==> config.mk <==
export PLATFORM = sky130hd
export DESIGN_NAME = rom_rd_master
export DESIGN_NICKNAME = d
export VERILOG_FILES = /design/src/rtl/rom_rd_master_pkg.sv /design/src/rtl/rom_rd_master.sv
export SDC_FILE = /design/constraint.sdc
export NUM_CORES = 1
export LEC_CHECK = 0
export BUFFER_PORTS_ARGS = -buffer_cell sky130_fd_sc_hd__buf_2
export CORE_ASPECT_RATIO = 0.8
export CORE_MARGIN = 5
export CORE_UTILIZATION = 42
export CTS_CLUSTER_SIZE = 14
export DETAILED_ROUTE_END_ITERATION = 10
export PLACE_DENSITY_LB_ADDON = 0.2
export SYNTH_ARGS = -nofsm -noshare
export SYNTH_HDL_FRONTEND = slang
export SYNTH_SLANG_ARGS = --single-unit
==> constraint.sdc <==
create_clock -name clk -period 1.51 [get_ports clk]
set_input_delay 0.3775 -clock clk [delete_from_list [all_inputs] [get_ports clk]]
set_output_delay 0.3775 -clock clk [all_outputs]
set_load 0.01 [all_outputs]
==> src/rtl/rom_rd_master_pkg.sv <==
// -----------------------------------------------------------------------------
// rom_rd_master_pkg
//   Shared definitions for the ROM/bus read master:
//     - state_t         : FSM state encodings (IDLE / BUS / TURN)
//     - DEFAULT_TIMEOUT : default watchdog length, in cycles, for a bus read
//     - ENABLE_/DISABLE_: levels of the active-low cs_/as_/rdy_ bus signals
// -----------------------------------------------------------------------------
package rom_rd_master_pkg;

  typedef enum logic [1:0] {
    ST_IDLE = 2'd0,  // waiting for a fetch request
    ST_BUS  = 2'd1,  // strobe asserted, waiting for rdy_
    ST_TURN = 2'd2   // strobe released for one cycle between reads
  } state_t;

  localparam int DEFAULT_TIMEOUT = 15;

  // Asserted and deasserted levels of the active-low bus strobes.
  localparam logic ENABLE_  = 1'b0;
  localparam logic DISABLE_ = 1'b1;

endpackage : rom_rd_master_pkg

==> src/rtl/rom_rd_master.sv <==
// -----------------------------------------------------------------------------
// rom_rd_master
//   Issues single-word reads on the active-low cs_/as_/rdy_ bus on behalf of
//   the instruction-fetch unit. A request is registered onto the bus, the
//   master waits for the slave's rdy_, captures rd_data and returns it with a
//   one-cycle done pulse. A watchdog aborts the read (done with err) when rdy_
//   has not arrived within TIMEOUT strobe cycles.
//
// Parameters
//   ADDR_W   word address width on the bus
//   DATA_W   read data width
//   TIMEOUT  strobe cycles to wait for rdy_ before aborting (>= 2)
//
// Ports
//   clk        system clock, rising edge
//   reset      synchronous, active-high
//   req        fetch unit read request, accepted when req && req_ready
//   req_addr   word address, sampled on acceptance
//   req_ready  master can accept a request this cycle
//   done       one-cycle pulse: read finished (data or error)
//   err        valid with done: read aborted by the watchdog
//   data_out   read data, valid with done, held until the next done
//   cs_        chip select, active-low, registered
//   as_        address strobe, active-low, registered
//   addr       bus address, registered
//   rd_data    slave read data
//   rdy_       slave ready, active-low
// -----------------------------------------------------------------------------
module rom_rd_master
  import rom_rd_master_pkg::*;
#(
  parameter int ADDR_W  = 11,
  parameter int DATA_W  = 32,
  parameter int TIMEOUT = DEFAULT_TIMEOUT
) (
  input  logic              clk,
  input  logic              reset,
  input  logic              req,
  input  logic [ADDR_W-1:0] req_addr,
  output logic              req_ready,
  output logic              done,
  output logic              err,
  output logic [DATA_W-1:0] data_out,
  output logic              cs_,
  output logic              as_,
  output logic [ADDR_W-1:0] addr,
  input  logic [DATA_W-1:0] rd_data,
  input  logic              rdy_
);

  // Wait counter only has to reach TIMEOUT-1, so ceil(log2(TIMEOUT)) bits.
  localparam int CNT_W = (TIMEOUT > 1) ? $clog2(TIMEOUT) : 1;
  localparam logic [CNT_W-1:0] CNT_LAST = CNT_W'(TIMEOUT - 1);

  state_t           state;
  logic [CNT_W-1:0] wait_cnt;

  // Accepting is allowed everywhere except while a strobe is outstanding;
  // TURN accepts so back-to-back reads sustain one per three cycles.
  assign req_ready = (state != ST_BUS);

  // NOTE: all state below is written with non-blocking assignments so every
  // register samples the pre-edge values; blocking here would make the
  // result depend on statement order.
  always_ff @(posedge clk) begin
    if (reset) begin
      state    <= ST_IDLE;
      cs_      <= DISABLE_;
      as_      <= DISABLE_;
      addr     <= '0;
      data_out <= '0;
      done     <= 1'b0;
      err      <= 1'b0;
      wait_cnt <= '0;
    end else begin
      // NOTE: done/err default low each cycle, which makes them single-cycle
      // pulses without needing a separate clear path.
      done <= 1'b0;
      err  <= 1'b0;

      case (state)
        // IDLE and TURN behave alike: the strobe is already high, rdy_ is
        // ignored (in TURN it is still the slave's answer to the last read).
        ST_IDLE, ST_TURN: begin
          if (req) begin
            addr     <= req_addr;
            cs_      <= ENABLE_;
            as_      <= ENABLE_;
            wait_cnt <= '0;
            state    <= ST_BUS;
          end else begin
            state <= ST_IDLE;
          end
        end

        ST_BUS: begin
          // Ready is checked first so it wins over a coincident timeout.
          if (rdy_ == ENABLE_) begin
            data_out <= rd_data;
            done     <= 1'b1;
            cs_      <= DISABLE_;
            as_      <= DISABLE_;
            state    <= ST_TURN;
          end else if (wait_cnt == CNT_LAST) begin
            data_out <= '0;
            done     <= 1'b1;
            err      <= 1'b1;
            cs_      <= DISABLE_;
            as_      <= DISABLE_;
            state    <= ST_TURN;
          end else begin
            wait_cnt <= wait_cnt + 1'b1;
          end
        end

        default: begin
          cs_   <= DISABLE_;
          as_   <= DISABLE_;
          state <= ST_IDLE;
        end
      endcase
    end
  end

endmodule : rom_rd_master

==> reports/results.txt, run 1 <==
min-delay worst type - in2reg
total core area - 0.00468 mm^2
Nets - 383
via/cell ratio - 5.40
peak supply drop - 0.620 mV
commonest non-fill, non-tap cell in the layout - buf_2
Yosys warnings - 0
Max Transition Viols Final - 0
clock sink count - 52
Syn Area/Cell - 8.60 um^2
IO Count - 95
first-pass GRT wire length - 8.89 mm
Leak - 1.19 nW
synthesized area - 0.00207 mm^2
Worst Setup Path Type - reg2out
Worst Setup End Kind - output pin
post-synthesis sequential area ratio - 0.502
Worst Hold Margin - 0.309 ns
Final Skew - 0.00578 ns
Critical Path AT - 1.06 ns
clock root buffer - clkbuf_8
fin crit period - 1.44 ns
post-detail-place hpwl - 3.88 mm
post-route ant nets - 0
initial antenna violation count - 0
pin count of the biggest net entering global routing - 24
TritonCTS Buffers - 5
synth-to-layout area growth - 32.6%
WP data required - 1.13 ns
Worst slew margin - 0.548
CTS Buffer Depth - 2
RSZ-0062 raised after global routing - no
total track usage - 0.171
routed length per instance - 13.9 um
GRT overflow - 0
Inserted Diodes - 0
RePlAce Congestion - 0.744
total number of vias - 2126
Cells after Synth - 241
final wirelength - 5.46 mm
Setup TNS Final - 0 ns
vias in the first global route - 1941
Mapped Nets - 290
Die H - 72.8 um
Die X - 88.5 um
Final Setup Violations - 0
# H-tree levels - 2
PD cells - 967 mW/mm^2
row cnt - 22
share of layout cells above drive strength 1 - 0.356
Synth cell types - 26
outcome - complete, no violations
Starting Density - 0.443
CP startpoint kind - flip-flop
Filler cells - 433
port bufs - 94
fmax - 0.694 GHz
CTS tree - done
post-synthesis register bit count - 52
period utilization - 0.955
Critical Path Fanout Max - 3
commonest cells after routing, fill and taps aside - 94 x buf_2, 52 x dfxtp_1, 48 x a21oi_1
max-cap violation count - 0
Clk Latency, worst-skew pair - 0.30 ns
Worst-Margin Slew - 0.676 ns
DRC viols - 0
endpoints failing hold - 0
die area - 0.00645 mm^2
Total Power - 2.66 mW
Worst-path clk slew - 0.09 ns
Pre-antenna DRT Iters - 5
initial DRC count - 123
[critical path, stage by stage (launching register included)]
cell	delay, ns
dfxtp_1	0.33
and2b_2	0.25
inv_4	0.07
buf_2	0.13
[cells in the mapped netlist]
cell type / n / area share
o31ai_1: 1 / 0.0036
or4_1: 1 / 0.0036
or3_1: 3 / 0.0091
buf_2: 7 / 0.017
and2b_1: 1 / 0.0036
inv_2: 1 / 0.0018
nor3b_2: 1 / 0.0060
a211oi_1: 2 / 0.0072
ha_1: 2 / 0.012
a31oi_1: 1 / 0.0030
clkbuf_1: 16 / 0.029
a21oi_1: 48 / 0.12
o211ai_1: 3 / 0.011
dfxtp_1: 52 / 0.50
a22oi_1: 32 / 0.12
nand2_1: 22 / 0.040
buf_4: 1 / 0.0036
and3_1: 1 / 0.0030
nor2_1: 2 / 0.0036
o311ai_0: 1 / 0.0042
nand3_1: 36 / 0.087
nand3b_1: 1 / 0.0036
nand2b_1: 1 / 0.0030
nor2b_1: 1 / 0.0030
nor3_1: 1 / 0.0024
inv_1: 3 / 0.0054
[layout make-up]
cell class,count,area (um^2),area share
flip-flops and latches,52,1040,0.379
multi-input cells,161,921,0.335
repair buffers,110,616,0.224
well taps,60,75.1,0.0273
clock buffers,6,72.6,0.0264
inverters,4,17.5,0.00638
clock inverters,1,5.00,0.00182
[per-layer routing]
| metal | part of all wire | GRT usage | vias to the layer above |
|---|---|---|---|
| met2 | 0.47 | 0.271 | 59 |
| met5 | 0 | 0 | - |
| met1 | 0.45 | 0.222 | 994 |
| li1 | - | - | 1067 |
| met4 | 0.014 | 0.0554 | 0 |
| met3 | 0.074 | 0.0530 | 6 |
[final timing paths]
kind	from	to	slack (ns)	depth (start not counted)
worst max register to register	wait_cnt[0]	wait_cnt[0]	0.09	5
worst max-delay path	state[1]	req_ready	0.07	3
worst min-delay path	req_addr[6]	addr[6]	0.31	3
worst min register to register	addr[8]	addr[8]	0.45	2
[where the power goes]
group | switching, mW | internal [mW] | leakage (nW)
sequential | 0.0478 | 1.45 | 0.424
clock | 0.414 | 0.316 | 0.0410
combinational | 0.232 | 0.200 | 0.723
[through the flow]
step | cell area [um^2] | setup WS [ns] | utilization | cells
after floorplan | 2070 | 0.0790 | - | 241
after global placement | 2650 | 0.157 | 0.567 | 385
after detailed placement | 2650 | 0.125 | 0.567 | 385
after CTS | 2750 | 0.0637 | 0.587 | 394
after global routing | 2750 | 0.00238 | 0.587 | 394
final | 2750 | 0.0687 | 0.587 | 394
[cells by family (layout without fill, tap and decap cells)]
group	count (synthesis)	in the layout	share of synthesized area
adders and majority gates	2	2	0.0121
DFF	52	52	0.502
buffers and inverters	28	121	0.0568
and+or+nand+nor	71	71	0.168
AOI/OAI and AO/OA	88	88	0.261
[flip-flops by register name, indices dropped and copies added (netlist names)]
| register | cells |
|---|---|
| addr | 11 |
| as_ | 1 |
| data_out | 32 |
| done | 1 |
| err | 1 |
| state | 2 |
| wait_cnt | 4 |
[repair_timing]
| action | 4_1_cts | 5_1_grt |
|---|---|---|
| setup endpoints to repair | 1 | 2 |
| gates resized for setup | 1 | 2 |
| hold buffers | 0 | 0 |
| setup buffers | 2 | 0 |
(Power assumes the default switching activity.)
==> run 2: changes to the inputs <==
CORE_UTILIZATION = 31   (was 42)
==> run 2 against run 1 <==
  * Hold slack barely moved
  * Global-route usage fell by 3.6 points
  * Register-to-register slack improved by 0.02 ns
  * Clock power rose by 11%
  * Maximum frequency fell by 0.50%
  * First-iteration DRC count fell by 15%
  * Sequential share of layout area fell by 0.43 points
  * Final area rose by 1.6%
  * Final cell count rose by 5.8%
  * Highest routed layer unchanged
==> reports/results.txt, run 2 (synthesis results as in run 1) <==
max reg flops - 32
period utilization - 0.959
PD cells - 979 mW/mm^2
GRT met2 Usage - 0.223
initial antenna violation count - 0
busiest grt layer - met2
routed length per instance - 13.8 um
RR Endpoint - wait_cnt[0]
Setup TNS Final - 0 ns
clock root buffer - clkbuf_8
Top Registers - data_out (32), addr (11), wait_cnt (4)
# H-tree levels - 2
TritonCTS Buffers - 5
Max Transition Viols Final - 0
die area - 0.00843 mm^2
pin count of the biggest net entering global routing - 33
met3 usage - 0.0343
peak supply drop - 0.423 mV
port bufs - 94
Starting Density - 0.322
DRC viols - 0
post-detail-place hpwl - 4.01 mm
RePlAce Congestion - 0.731
first-pass GRT wire length - 9.34 mm
row cnt - 26
Worst Setup End Kind - output pin
post-route ant nets - 0
CTS hold repair buffers - 0
WP data required - 1.13 ns
Worst slew margin - 0.511
commonest cells after routing, fill and taps aside - 93 x buf_2, 50 x dfxtp_1, 48 x a21oi_1
final wirelength - 5.73 mm
Inserted Diodes - 0
hold path start - req_addr[1]
total core area - 0.00644 mm^2
Nets - 382
Final Setup Violations - 0
via/cell ratio - 4.95
Hold Path Stages - 3
CP startpoint kind - flip-flop
endpoints failing hold - 0
Die H - 83.1 um
share of layout cells above drive strength 1 - 0.363
Hold EP - addr[1]
CTS tree - done
GRT overflow - 0
IO Count - 95
min-delay worst type - in2reg
synth-to-layout area growth - 34.8%
CTS Buffer Depth - 2
vias in the first global route - 1974
total number of vias - 2066
initial DRC count - 104
met1 Use GR - 0.169
reg-to-reg slack, setup - 0.11 ns
fmax - 0.690 GHz
Final Skew - 0.0123 ns
Inst Count DP - 407
max-cap violation count - 0
Most flops, register - data_out
reg2reg path depth - 5
reg2reg start - wait_cnt[0]
Filler cells - 686
Critical Path Fanout Max - 4
total track usage - 0.134
Leak - 1.19 nW
Worst-Margin Slew - 0.733 ns
outcome - complete, no violations
Worst-path clk slew - 0.09 ns
clock sink count - 52
Worst Setup Path Type - reg2out
commonest non-fill, non-tap cell in the layout - buf_2
fin crit period - 1.45 ns
Total Power - 2.73 mW
Pre-antenna DRT Iters - 4
Die X - 101 um
Final Non-Filler Cells - 417
Clk Latency, worst-skew pair - 0.30 ns
Critical Path AT - 1.07 ns
[run 2: timing repair]
item,in CTS,in global routing
gates resized for setup,2,5
setup endpoints to repair,1,2
buffers inserted,1,2
pin swaps,0,0
endpoints found under the hold margin,0,0
[run 2: per-layer routing]
| metal | share of wire | vias up |
|---|---|---|
| met5 | 0 | - |
| met2 | 0.48 | 55 |
| met4 | 0.011 | 0 |
| li1 | - | 1058 |
| met3 | 0.060 | 7 |
| met1 | 0.45 | 946 |
[run 2: how the worst max path moves through the flow]
stage,end,startpoint,cells past startpoint
after floorplan,wait_cnt[0],wait_cnt[0],6
after global placement,wait_cnt[2],wait_cnt[0],5
after detailed placement,addr[2],req,4
after CTS,req_ready,state[0],3
after global routing,req_ready,state[0],3
final,req_ready,state[0],3
[run 2: where the power goes]
part	total, mW	internal [mW]	switching (mW)
registers	1.49	1.45	0.0480
logic	0.430	0.198	0.232
clock network	0.810	0.366	0.444
[run 2: critical path, cell delays in order (launching register included)]
cell,delay [ns]
dfxtp_4,0.36
and2b_2,0.22
inv_2,0.08
buf_6,0.11
[run 2: layout make-up]
| type | count | area (um^2) | area share |
|---|---|---|---|
| repair buffers | 109 | 614 | 0.220 |
| clock buffers | 6 | 82.6 | 0.0296 |
| clock inverters | 1 | 8.76 | 0.00314 |
| well taps | 84 | 105 | 0.0376 |
| flip-flops and latches | 52 | 1050 | 0.375 |
| inverters | 4 | 15.0 | 0.00538 |
| multi-input cells | 161 | 921 | 0.330 |
[run 2: through the flow]
stage	cell area [um^2]	hold slack, ns	worst slack, ns	utilization
final	2790	0.309	0.0615	0.434
after global routing	2790	0.304	-0.00149	0.434
after CTS	2770	0.298	0.0243	0.430
after detailed placement	2670	0.444	0.101	0.414
after global placement	2670	0.441	0.145	0.414
after floorplan	2070	0.480	0.0790	-
